$ cat config.mk
export PLATFORM = sky130hd
export DESIGN_NAME = freelist_multi
export DESIGN_NICKNAME = d
export VERILOG_FILES = /design/src/rtl/freelist_multi.sv
export SDC_FILE = /design/constraint.sdc
export NUM_CORES = 1
export LEC_CHECK = 0
export ABC_AREA = 1
export ABC_CLOCK_PERIOD_IN_PS = 8200
export BUFFER_PORTS_ARGS = -buffer_cell sky130_fd_sc_hd__buf_2
export CAP_MARGIN = 20
export CELL_PAD_IN_SITES_DETAIL_PLACEMENT = 0
export CELL_PAD_IN_SITES_GLOBAL_PLACEMENT = 1
export CORE_AREA = 2 2 224 226
export DETAILED_ROUTE_END_ITERATION = 10
export DIE_AREA = 0 0 226 228
export PLACE_DENSITY = 0.62
export SLEW_MARGIN = 10
export SYNTH_ARGS = -nofsm -noshare
export SYNTH_HDL_FRONTEND = slang
export SYNTH_SLANG_ARGS = --single-unit
$ cat constraint.sdc
create_clock -name i_clk -period 8.2 [get_ports i_clk]
set_input_delay 1.64 -clock i_clk [delete_from_list [all_inputs] [get_ports i_clk]]
set_output_delay 1.64 -clock i_clk [all_outputs]
set_load 0.005 [all_outputs]
$ cat src/rtl/freelist_multi.sv
// Multi-port tag free list: a circular array with a write pointer and two read pointers,
// one speculative and one committed, so uncommitted allocations can be rolled back by a flush.
module freelist_multi #(
   parameter int TAG_W       = 6,
   parameter int DEPTH       = 32,
   parameter int INIT_COUNT  = 16,
   parameter int INIT_BASE   = 33,
   parameter int INIT_STRIDE = 2
) (
   input  logic                     i_clk,
   input  logic                     i_reset,
   input  logic [1:0]               i_alloc_cnt,
   output logic [TAG_W-1:0]         o_tag0,
   output logic [TAG_W-1:0]         o_tag1,
   output logic                     o_alloc_ok,
   output logic [$clog2(DEPTH):0]   o_avail,
   input  logic [1:0]               i_free_vld,
   input  logic [TAG_W-1:0]         i_free_tag0,
   input  logic [TAG_W-1:0]         i_free_tag1,
   input  logic [1:0]               i_commit_cnt,
   input  logic                     i_flush,
   output logic                     o_err
);
   localparam int PW = $clog2(DEPTH) + 1;
   localparam int AW = PW - 1;

   logic [PW-1:0]    wr_q, wr_d, srd_q, srd_d, crd_q, crd_d;
   logic             err_q, err_d;
   logic [TAG_W-1:0] mem_q [DEPTH];

   logic [PW-1:0]    avail, occ, specd, free_cnt, alloc_ext, cmt_ext;
   logic             free_ok, cmt_ok, alloc_ok;
   logic [AW-1:0]    wa0, wa1, ra0, ra1;
   logic             we0, we1;
   logic [TAG_W-1:0] wd0;

   assign avail     = wr_q - srd_q;
   assign occ       = wr_q - crd_q;
   assign specd     = srd_q - crd_q;
   assign free_cnt  = PW'(i_free_vld[0]) + PW'(i_free_vld[1]);
   assign alloc_ext = PW'(i_alloc_cnt);
   assign cmt_ext   = PW'(i_commit_cnt);

   assign cmt_ok   = (cmt_ext <= specd);
   assign free_ok  = ((occ + free_cnt) <= PW'(DEPTH));
   // Allocation sees only pre-cycle availability; same-cycle frees are not bypassed.
   assign alloc_ok = (i_alloc_cnt != 2'd3) && (alloc_ext <= avail);

   always_comb begin
      wr_d  = wr_q;
      srd_d = srd_q;
      crd_d = crd_q;
      err_d = err_q;
      if (cmt_ok) crd_d = crd_q + cmt_ext;
      else        err_d = 1'b1;
      if (free_ok) wr_d = wr_q + free_cnt;
      else         err_d = 1'b1;
      if (i_flush)       srd_d = crd_d;
      else if (alloc_ok) srd_d = srd_q + alloc_ext;
      else               err_d = 1'b1;
   end

   // Frees are compacted: the first valid tag always lands at wr.
   assign wa0 = wr_q[AW-1:0];
   assign wa1 = wa0 + AW'(1);
   assign we0 = free_ok && (|i_free_vld);
   assign we1 = free_ok && (&i_free_vld);
   assign wd0 = i_free_vld[0] ? i_free_tag0 : i_free_tag1;

   always_ff @(posedge i_clk) begin
      if (i_reset) begin
         wr_q  <= PW'(INIT_COUNT);
         srd_q <= '0;
         crd_q <= '0;
         err_q <= 1'b0;
      end else begin
         wr_q  <= wr_d;
         srd_q <= srd_d;
         crd_q <= crd_d;
         err_q <= err_d;
      end
   end

   always_ff @(posedge i_clk) begin
      if (i_reset) begin
         for (int i = 0; i < INIT_COUNT; i++)
            mem_q[i] <= TAG_W'(INIT_BASE + i * INIT_STRIDE);
      end else begin
         if (we0) mem_q[wa0] <= wd0;
         if (we1) mem_q[wa1] <= i_free_tag1;
      end
   end

   assign ra0        = srd_q[AW-1:0];
   assign ra1        = ra0 + AW'(1);
   assign o_tag0     = mem_q[ra0];
   assign o_tag1     = mem_q[ra1];
   assign o_avail    = avail;
   assign o_alloc_ok = (avail >= PW'(2));
   assign o_err      = err_q;
endmodule

==> results of run 1 <==
## cell type report
cell class	instances	area (sq um)	area share, %
inverter	139	526	3.21
tap	672	841	5.14
multi-input combinational	1475	7300	44.6
sequential	216	6250	38.2
clock inverter	15	299	1.83
timing repair buffer	70	445	2.72
clock buffer	33	698	4.27
## Yosys cell counts, types with 8 or more instances
library cell / number / share of area, %
ha_1: 34 / 2.9
a31oi_1: 11 / 0.47
o21ai_1: 66 / 2.3
o22ai_1: 12 / 0.51
buf_4: 8 / 0.41
nand2_2: 12 / 0.51
o311ai_0: 12 / 0.72
xor2_1: 11 / 0.66
clkbuf_1: 92 / 2.4
nand2_1: 370 / 9.5
buf_2: 20 / 0.68
a21oi_1: 64 / 2.2
buf_1: 12 / 0.31
edfxtp_1: 192 / 39
o21ai_0: 242 / 8.3
dfxtp_1: 24 / 3.3
o221ai_1: 12 / 0.72
nor2_1: 374 / 9.6
inv_1: 127 / 3.3
mux2i_1: 9 / 0.61
o211ai_1: 77 / 3.9
nand3_1: 130 / 4.4
## logic make-up after synthesis
group | share of synthesized area [%]
AND/OR/NAND/NOR | 25.1
AO/OA/AOI/OAI | 19.4
buffers and inverters | 7.64
flip-flops | 42.6
adder cells (fa/ha/maj) | 3.59
XOR/XNOR | 1.08
multiplexers | 0.615
## sequential cells by signal (all words and copies together) (netlist names), named ones only
name	cells
crd_q	6
srd_q	6
wr_q	6
mem_q	192
o_err	1
## tightest hold or removal path: cells and delay by family, from the launching register on
kind             cells  cell delay (ns)
flip-flops           1             0.34
AND/OR/NAND/NOR      1             0.06
AO/OA/AOI/OAI        1             0.10
## per-layer routing
layer / wire [microns] / part of all wire (%) / up-vias / GRT usage (%)
li1: - / - / 6647 / -
met4: 2240 / 3.8 / 2 / 9.13
met5: 11 / 0.019 / - / 0
met2: 27200 / 46 / 591 / 36.8
met1: 25000 / 43 / 6671 / 30.3
met3: 4060 / 6.9 / 122 / 2.99
## final timing paths
check	startpoint	end
setup / recovery	srd_q[0]$_SDFFE_PP0N_	o_tag1[3]
hold / removal	o_err$_SDFF_PP0_	o_err$_SDFF_PP0_
setup reg to reg	wr_q[1]$_SDFFE_PP0N_	mem_q[7][0]$_DFFE_PP_
hold reg to reg	o_err$_SDFF_PP0_	o_err$_SDFF_PP0_
## per-stage QoR
stage	setup slack, ns	hold slack, ns	instance area, sq um
6_report	2.56	0.546	16400
3_5_place_dp	2.18	0.522	15300
2_1_floorplan	3.10	0.498	14700
4_1_cts	2.68	0.536	16300
3_3_place_gp	2.22	0.516	15300
5_1_grt	2.32	0.577	16400
## power groups by stage
stage / Combinational, mW / Sequential [mW] / Clock (mW)
finish: 2.24 / 1.37 / 1.38
global route: 2.46 / 1.38 / 1.43
CTS: 2.22 / 1.37 / 1.39
detailed placement: 2.21 / 1.39 / 0
global placement: 2.20 / 1.39 / 0
floorplan: 1.45 / 1.31 / 0
==> summary.md, run 1 <==
| Metric | Value |
|---|---|
| Status | finished clean |
| Rows | 82 |
| Area of the core | 49300 sq um |
| CP max stage delay | 0.90 ns |
| Unique masters post-synth | 43 |
| Main synth FF type | edfxtp_1 |
| Ys async rst share | 0% |
| Crit path max fanout | 84 |
| Crit path arrival time | 4.00 ns |
| Total track usage | 22.6% |
| Final hold vios | 0 |
| Element type at the critical path end | output port |
| Port bufs | 40 |
| Max-cap violations | 0 |
| Min Clock Period, post-route | 5.64 ns |
| Cell Pwr Density | 305 nW/um^2 |
| Hold depth | 2 |
| Hold Path Class | reg2reg |
| Antenna fix cells | 0 |
| Layout area overhead | 11.6% |
| Internal power | 2.82 mW |
| Total nets after synthesis | 2026 |
| Slew Viols, Final | 0 |
| Setup-failing EPs final | 0 |
| Slew @ Worst Pin | 1.19 ns |
| Placer congestion estimate | 0.839 |
| Drt drc | 0 |
| Number of routed nets with antenna violations | 0 |
| Num CTS Buffers | 26 |
| Post-CTS setup buffers | 0 |
| FF+latch count, synth | 216 |
| Commonest non-fill, non-tap cell in the layout | nor2_1 |
| Initial antenna violation count | 1 |
| Via density per instance | 5.36 |
| Most frequent cells in the layout | 374 x nor2_1, 370 x nand2_1, 242 x o21ai_0 |
| Final period util | 68.7% |
| Largest net degree at the start of global routing | 85 |
| Worst Skew | 0.0152 ns |
| Slowest cell on crit path | dfxtp_4 |
| Clk slew on worst S/H paths | 0.06 ns |
| Die area | 51500 sq um |
| Cts repair resizes | 0 |
| # IOs | 41 |
| Fmax | 0.177 GHz |
| Switching pwr | 2.16 mW |
| WP buf/inv | 2 |
| Initial Util | 29.7% |
| Final TNS setup | 0 ns |
| CTS root buf | clkbuf_16 |
| Vias in the first global route | 13337 |
| Final nets | 1988 |
| DRT Pass-1 Iters | 5 |
| R2r setup slk | 3.85 ns |
| Post-DR wirelength/cell | 22.4 microns |
| CTS tree | built |
| Seq/Total Area, Yosys | 42.6% |
| Worst reg-to-reg path cell count | 15 |
| Relative slew slack | 20.3% |
| Syn avg cell area | 7.45 sq um |
| Share of layout cells above drive strength 1 | 7.49% |
| H-tree lvl count | 1 |
| Unrepaired setup endpoints after global routing | no |
| Final core occ | 33.1% |
| Routed via count | 14033 |
| Ys Warns | 0 |
| Crit path cell chain | ha_4 -> buf_4 -> o211ai_1 -> o311ai_0 -> o211ai_1 -> nand2_1 -> nand2_1 -> o21ai_0 -> buf_2 |
| Seq pwr share | 27.5% |
| Post-Route WL | 58.6 mm |
| Post-Syn Area | 14700 sq um |
| Gate Count Post-Synth | 1966 |
| Die Width | 226 microns |
| Clock Latency Late Sink | 0.57 ns |
| Post-Layout Cell Count | 2620 |
| Startpoint Class | flop |
| Clock Path Buffers | 3 |
| Total leakage power | 6.25 nW |
| Gr ovfl total | 0 |
| Combinational share of power | 44.9% |
| CP Class | reg2out |
| Switching part of the total | 43.4% |
| Clock Sink Count | 216 |
| Stages on worst setup path | 9 |
| Post-synth EDFFs | 192 |
| Placed insts | 2571 |
| Cts hold-fix bufs | 0 |
| Clk pwr share | 27.6% |
| DP Wirelength | 39.8 mm |
| Die H | 228 microns |
| Maximum vdd drop | 0.000151 V |
| Tot Pwr | 4.99 mW |
| Worst Path Required | 6.56 ns |
| First-pass GRT wire length | 86.9 mm |
| DR iter-0 viols | 1258 |
| Fillcell total | 5193 |
| CP top delay family | buffers and inverters |
(Power assumes the default switching activity.)
==> run 2: changes to the inputs <==
Settings changed: ABC_AREA 1 to 0, ABC_CLOCK_PERIOD_IN_PS 8200 to 4600, CORE_AREA 2 2 224 226 to 2 2 218 220, DIE_AREA 0 0 226 228 to 0 0 220 222, PLACE_DENSITY 0.62 to 0.59.
Clock period 8.2 ns to 4.6 ns, I/O delays scaled along.
==> summary.md, run 2 <==
| Metric | Value |
|---|---|
| Hold Path Class | reg2reg |
| Main synth FF type | edfxtp_1 |
| Relative slew slack | 29.5% (+9.2 points) |
| Initial Util | 29.9% (+0.18 points) |
| Final hold vios | 0 (unchanged) |
| Num CTS Buffers | 27 (+3.8%) |
| Largest cells by area after synthesis | edfxtp_1 42%, mux4_2 20%, mux2i_1 5.3% |
| Cell Pwr Density | 460 nW/um^2 (+51%) |
| Number of routed nets with antenna violations | 0 (unchanged) |
| Placed insts | 1715 (-33%) |
| First-pass GRT wire length | 71.6 mm (-18%) |
| Largest area contributor in the netlist | edfxtp_1 |
| Post-Layout Cell Count | 1765 (-33%) |
| Worst flop-to-flop path startpoint | crd_q[1]$_SDFF_PP0_ |
| Clock Sink Count | 216 (unchanged) |
| Final period util | 93.2% |
| Share of layout cells above drive strength 1 | 32.7% (+25 points) |
| Internal power | 4.82 mW (+71%) |
| Max-cap violations | 0 (unchanged) |
| Post-Syn Area | 13800 sq um (-5.7%) |
| Gr ovfl total | 0 (unchanged) |
| Min Clock Period, post-route | 4.29 ns |
| Tot Pwr | 7.46 mW (+50%) |
| Final TNS setup | 0 ns (unchanged) |
| DR iter-0 viols | 1181 (-6.1%) |
| Seq pwr share | 31.0% (+3.5 points) |
| Commonest non-fill, non-tap cell in the layout | edfxtp_1 |
| Crit path arrival time | 3.37 ns (-0.63 ns) |
| Slew Viols, Final | 0 (unchanged) |
| Post-CTS setup buffers | 0 (unchanged) |
| Layout area overhead | 17.3% |
| Switching part of the total | 35.4% (-8.0 points) |
| Setup-failing EPs final | 0 (unchanged) |
| Status | finished clean |
| CP Class | reg2out |
| Clk slew on worst S/H paths | 0.06 ns (about the same) |
| Crit path max fanout | 12 (-86%) |
| Post-DR wirelength/cell | 27.6 microns (+23%) |
| Clk pwr share | 26.7% (-0.9 points) |
| Most common cell in the synthesized netlist | edfxtp_1 |
| CTS tree | built |
| Worst Skew | 0.0184 ns (+0.00316 ns) |
| Unrepaired setup endpoints after global routing | no |
| Area of the core | 46300 sq um (-6.3%) |
| Total leakage power | 5.41 nW (-13%) |
| Combinational share of power | 42.4% (-2.5 points) |
| Fillcell total | 4535 (-13%) |
| Die Width | 220 microns (-2.7%) |
| Unique masters post-synth | 63 (+47%) |
| Die H | 222 microns (-2.6%) |
| Gate Count Post-Synth | 1054 (-46%) |
| Ys Warns | 0 (unchanged) |
| Slew @ Worst Pin | 1.05 ns (-0.141 ns) |
| DP Wirelength | 34.4 mm (-14%) |
| Hold Startpoint | o_err$_SDFF_PP0_ |
| Largest net degree at the start of global routing | 54 (-36%) |
| Cts repair resizes | 0 (unchanged) |
| Switching pwr | 2.64 mW (+22%) |
| # IOs | 41 (unchanged) |
| Fmax | 0.233 GHz |
| Most frequent cells in the layout | 192 x edfxtp_1, 120 x mux4_2, 101 x nand2_1 |
| Rows | 79 (-3.7%) |
| Drt drc | 0 (unchanged) |
| Routed via count | 9985 (-29%) |
| Synth top area share | 41.7% (+2.4 points) |
| CTS root buf | clkbuf_16 |
| Initial antenna violation count | 2 (+1) |
| Syn avg cell area | 13.1 sq um (+76%) |
| Maximum vdd drop | 0.000275 V (+82%) |
| Clock Latency Late Sink | 0.56 ns (about the same) |
| Clock Path Buffers | 3 (unchanged) |
| Placer congestion estimate | 0.833 (-0.73%) |
| DRT Pass-1 Iters | 5 (unchanged) |
| Seq/Total Area, Yosys | 45.2% (+2.6 points) |
| Worst Path Required | 3.68 ns (-2.88 ns) |
| Total nets after synthesis | 1114 (-45%) |
| H-tree lvl count | 1 (unchanged) |
| Port bufs | 40 (unchanged) |
| Vias in the first global route | 10106 (-24%) |
| Commonest cells in the netlist | 192 x edfxtp_1, 120 x mux4_2, 101 x nand2_1 |
| Element type at the critical path end | output port |
| Via density per instance | 5.66 (+5.6%) |
| Crit path launch | srd_q[1]$_SDFFE_PP0N_ |
| Max reg flops | 192 (unchanged) |
| Startpoint Class | flop |
| Cts hold-fix bufs | 0 (unchanged) |
| Die area | 48800 sq um (-5.2%) |
| Post-synth EDFFs | 192 (unchanged) |
| Reg with most FFs | mem_q |
| Post-Route WL | 48.6 mm (-17%) |
| Final nets | 1197 (-40%) |
| Total track usage | 20.1% (-2.5 points) |
| Ys async rst share | 0% (unchanged) |
| FF+latch count, synth | 216 (unchanged) |
==> run 2: area by class of cell <==
type | instances | area, sq um | area share [%]
clock buffers | 33 | 698 | 4.31
diodes | 1 | 2.50 | 0.0154
well taps | 607 | 759 | 4.69
multi-input cells | 707 | 7130 | 44.0
repair buffers | 147 | 1120 | 6.89
clock inverters | 16 | 104 | 0.641
flip-flops and latches | 216 | 6250 | 38.6
inverters | 38 | 143 | 0.880
==> run 2: kinds of logic (layout without fill, tap and decap cells) <==
kind of cell	count (synthesis)	count (layout)	share of synthesized area [%]
AO/OA/AOI/OAI	157	157	8.17
flip-flops	216	216	45.2
adder cells (fa/ha/maj)	39	39	3.80
XOR/XNOR	23	23	1.46
multiplexers	239	239	28.6
AND/OR/NAND/NOR	249	249	9.04
buffers and inverters	131	234	3.69
other	0	1	0
==> run 2: power by group through the flow <==
stage               combinational (mW)  clock (mW)  sequential, mW
CTS                               3.20        2.02            2.31
global route                      3.38        2.09            2.32
global placement                  3.17           0            2.35
detailed placement                3.17           0            2.35
floorplan                         2.11           0            2.31
finish                            3.16        1.99            2.31
==> run 2: metal layers <==
layer / part of all wire, % / GRT usage [%] / up-vias
met2: 46 / 31.1 / 457
met5: 0.027 / 0 / -
met1: 44 / 29.4 / 5135
li1: - / - / 4317
met4: 2.7 / 5.69 / 2
met3: 7.5 / 2.84 / 74
==> run 2: worst paths after layout <==
check	slack [ns]	endpoint	depth (start not counted)
hold / removal	0.53	o_err$_SDFF_PP0_	2
hold reg to reg	0.53	o_err$_SDFF_PP0_	2
setup reg to reg	0.67	mem_q[24][0]$_DFFE_PP_	13
setup / recovery	0.31	o_tag1[3]	6
==> run 2: through the flow <==
step / setup WS (ns) / hold slack (ns) / area [sq um] / util, %
after global placement: -0.0338 / 0.522 / 15400 / 33.3
after floorplan: -0.0853 / 0.495 / 13800 / -
after detailed placement: -0.116 / 0.525 / 15400 / 33.3
final: 0.314 / 0.532 / 16200 / 35.0
after global routing: 0.161 / 0.582 / 16200 / 35.0
after CTS: 0.266 / 0.540 / 16200 / 35.0
==> run 2: worst max-delay path, stage by stage (launching register included) <==
cell and delay [ns]:
dfxtp_1 0.39, ha_4 0.50, buf_4 0.34, mux4_2 0.57
mux4_2 0.51, mux2_2 0.33, buf_2 0.14
==> run 3: changes to the inputs <==
Settings changed: ABC_CLOCK_PERIOD_IN_PS 4600 to 4100, MAX_ROUTING_LAYER from default to met4, PLACE_DENSITY 0.59 to 0.58.
Clock period 4.6 ns to 4.1 ns, I/O delays scaled along.
==> summary.md, run 3 (synthesized netlist as in run 2, its figures left out) <==
| Metric | Value |
|---|---|
| Switching part of the total | 33.9% (-1.5 points) |
| Commonest non-fill, non-tap cell in the layout | edfxtp_1 |
| Die H | 222 microns (unchanged) |
| Die area | 48800 sq um (unchanged) |
| Relative slew slack | 25.8% (-3.7 points) |
| Cell Pwr Density | 527 nW/um^2 (+15%) |
| Min Clock Period, post-route | 3.99 ns |
| Startpoint Class | flop |
| First-pass GRT wire length | 70.6 mm (-1.3%) |
| Max reg flops | 192 (unchanged) |
| Placer congestion estimate | 0.849 (+1.9%) |
| Crit path arrival time | 3.17 ns (-0.20 ns) |
| Final hold vios | 0 (unchanged) |
| Post-route cell area | 16800 sq um (+3.9%) |
| Switching pwr | 3.00 mW (+14%) |
| Initial antenna violation count | 0 (-2) |
| DRT Pass-1 Iters | 5 (unchanged) |
| Number of routed nets with antenna violations | 0 (unchanged) |
| Final hold slack | 0.542 ns (+0.0103 ns) |
| DP Wirelength | 34.6 mm (+0.57%) |
| Status | finished clean |
| Layout area overhead | 21.8% |
| Worst Skew | 0.0457 ns (+0.0273 ns) |
| Placed cell area | 15800 sq um (+2.7%) |
| Crit path max fanout | 9 (-3) |
| Port bufs | 40 (unchanged) |
| Seq pwr share | 29.5% (-1.5 points) |
| Rows | 79 (unchanged) |
| Total track usage | 20.3% (+0.11 points) |
| Total leakage power | 5.63 nW (+4.1%) |
| Max-cap violations | 0 (unchanged) |
| H-tree lvl count | 1 (unchanged) |
| # IOs | 41 (unchanged) |
| CTS tree | built |
| Setup-failing EPs final | 0 (unchanged) |
| Final period util | 97.4% |
| Clock Path Buffers | 3 (unchanged) |
| Worst Path Required | 3.28 ns (-0.40 ns) |
| Hold Path Class | reg2reg |
| Post-DR wirelength/cell | 26.6 microns (-3.3%) |
| Final nets | 1218 (+1.8%) |
| Unrepaired setup endpoints after global routing | no |
| Drt drc | 0 (unchanged) |
| Share of layout cells above drive strength 1 | 35.8% (+3.1 points) |
| Gr ovfl total | 0 (unchanged) |
| Die Width | 220 microns (unchanged) |
| Initial Util | 29.9% (unchanged) |
| Combinational share of power | 42.8% (+0.4 points) |
| Slew @ Worst Pin | 1.11 ns (+0.0559 ns) |
| Post-Route WL | 47.5 mm (-2.3%) |
| Num CTS Buffers | 28 (+3.7%) |
| Register area | 6250 sq um (unchanged) |
| Clock Latency Late Sink | 0.58 ns (+0.02 ns) |
| Antenna fix cells | 0 (-1) |
| Reg with most FFs | mem_q |
| Slew Viols, Final | 0 (unchanged) |
| CTS root buf | clkbuf_16 |
| Multi-input gate area | 7300 sq um (+2.4%) |
| Internal power | 5.87 mW (+22%) |
| Fmax | 0.250 GHz |
| CP Class | reg2out |
| Most frequent cells in the layout | 192 x edfxtp_1, 120 x mux4_2, 102 x buf_4 |
| Via density per instance | 5.66 (+0.10%) |
| Clk pwr share | 27.7% (+1.0 points) |
| Largest net degree at the start of global routing | 54 (unchanged) |
| Element type at the critical path end | output port |
| Fillcell total | 4489 (-1.0%) |
| Area of the core | 46300 sq um (unchanged) |
| DR iter-0 viols | 1069 (-9.5%) |
| Clk slew on worst S/H paths | 0.06 ns (about the same) |
| Clock Sink Count | 216 (unchanged) |
| Vias in the first global route | 10304 (+2.0%) |
| Cts hold-fix bufs | 0 (unchanged) |
| Maximum vdd drop | 0.000321 V (+17%) |
| Routed via count | 10103 (+1.2%) |
==> run 3: timing repair <==
action,in CTS,in global routing
cloned,0,2
pin swaps,1,1
endpoints found under the setup margin,7,4
setup buffers,2,2
gates resized for setup,1,3
==> run 3: power groups by stage <==
stage / registers, mW / clock network (mW) / logic (mW)
6_report: 2.61 / 2.46 / 3.80
5_1_grt: 2.63 / 2.57 / 4.10
4_1_cts: 2.61 / 2.49 / 3.67
3_5_place_dp: 2.66 / 0 / 3.63
3_3_place_gp: 2.65 / 0 / 3.61
2_1_floorplan: 2.59 / 0 / 2.39
==> run 3: worst paths after layout <==
path                               from                     to  slack, ns  depth (start not counted)
hold / removal         o_err$_SDFF_PP0_       o_err$_SDFF_PP0_       0.54                          2
setup reg to reg    crd_q[1]$_SDFF_PP0_  mem_q[2][3]$_DFFE_PP_       0.32                         14
setup / recovery  srd_q[1]$_SDFFE_PP0N_              o_tag1[3]       0.11                          7
hold reg to reg        o_err$_SDFF_PP0_       o_err$_SDFF_PP0_       0.54                          2
==> run 3: final cells by class <==
class,count,share of cell area (%)
clock buffers,34,4.30
well taps,607,4.51
repair buffers,167,8.77
flip-flops and latches,216,37.1
clock inverters,15,1.06
multi-input cells,707,43.4
inverters,38,0.855
==> run 3: metrics by stage <==
| step | power, mW | instances | utilization, % | setup slack (ns) | setup TNS, ns |
|---|---|---|---|---|---|
| 4_1_cts | 8.77 | 1780 | 36.2 | 0.0364 | 0 |
| 3_5_place_dp | 6.28 | 1729 | 34.2 | -0.233 | -41.71 |
| 3_3_place_gp | 6.27 | 1729 | 34.2 | -0.142 | -13.97 |
| 5_1_grt | 9.29 | 1784 | 36.4 | 0.00961 | 0 |
| 2_1_floorplan | 4.97 | 1054 | - | 0.0111 | 0 |
| 6_report | 8.87 | 1784 | 36.4 | 0.107 | 0 |
==> run 3: per-layer routing <==
| metal | share of wire (%) | GRT usage (%) |
|---|---|---|
| met3 | 8.6 | 3.17 |
| met1 | 43 | 28.7 |
| met4 | 2.6 | 5.20 |
| met5 | 0 | - |
| met2 | 46 | 30.2 |
==> run 3: critical path, stage by stage (launching register included) <==
cell and delay [ns]:
dfxtp_1 0.40, ha_4 0.38, buf_12 0.14, buf_12 0.15, mux4_2 0.54, mux4_2 0.51, mux2_2 0.32, buf_2 0.14
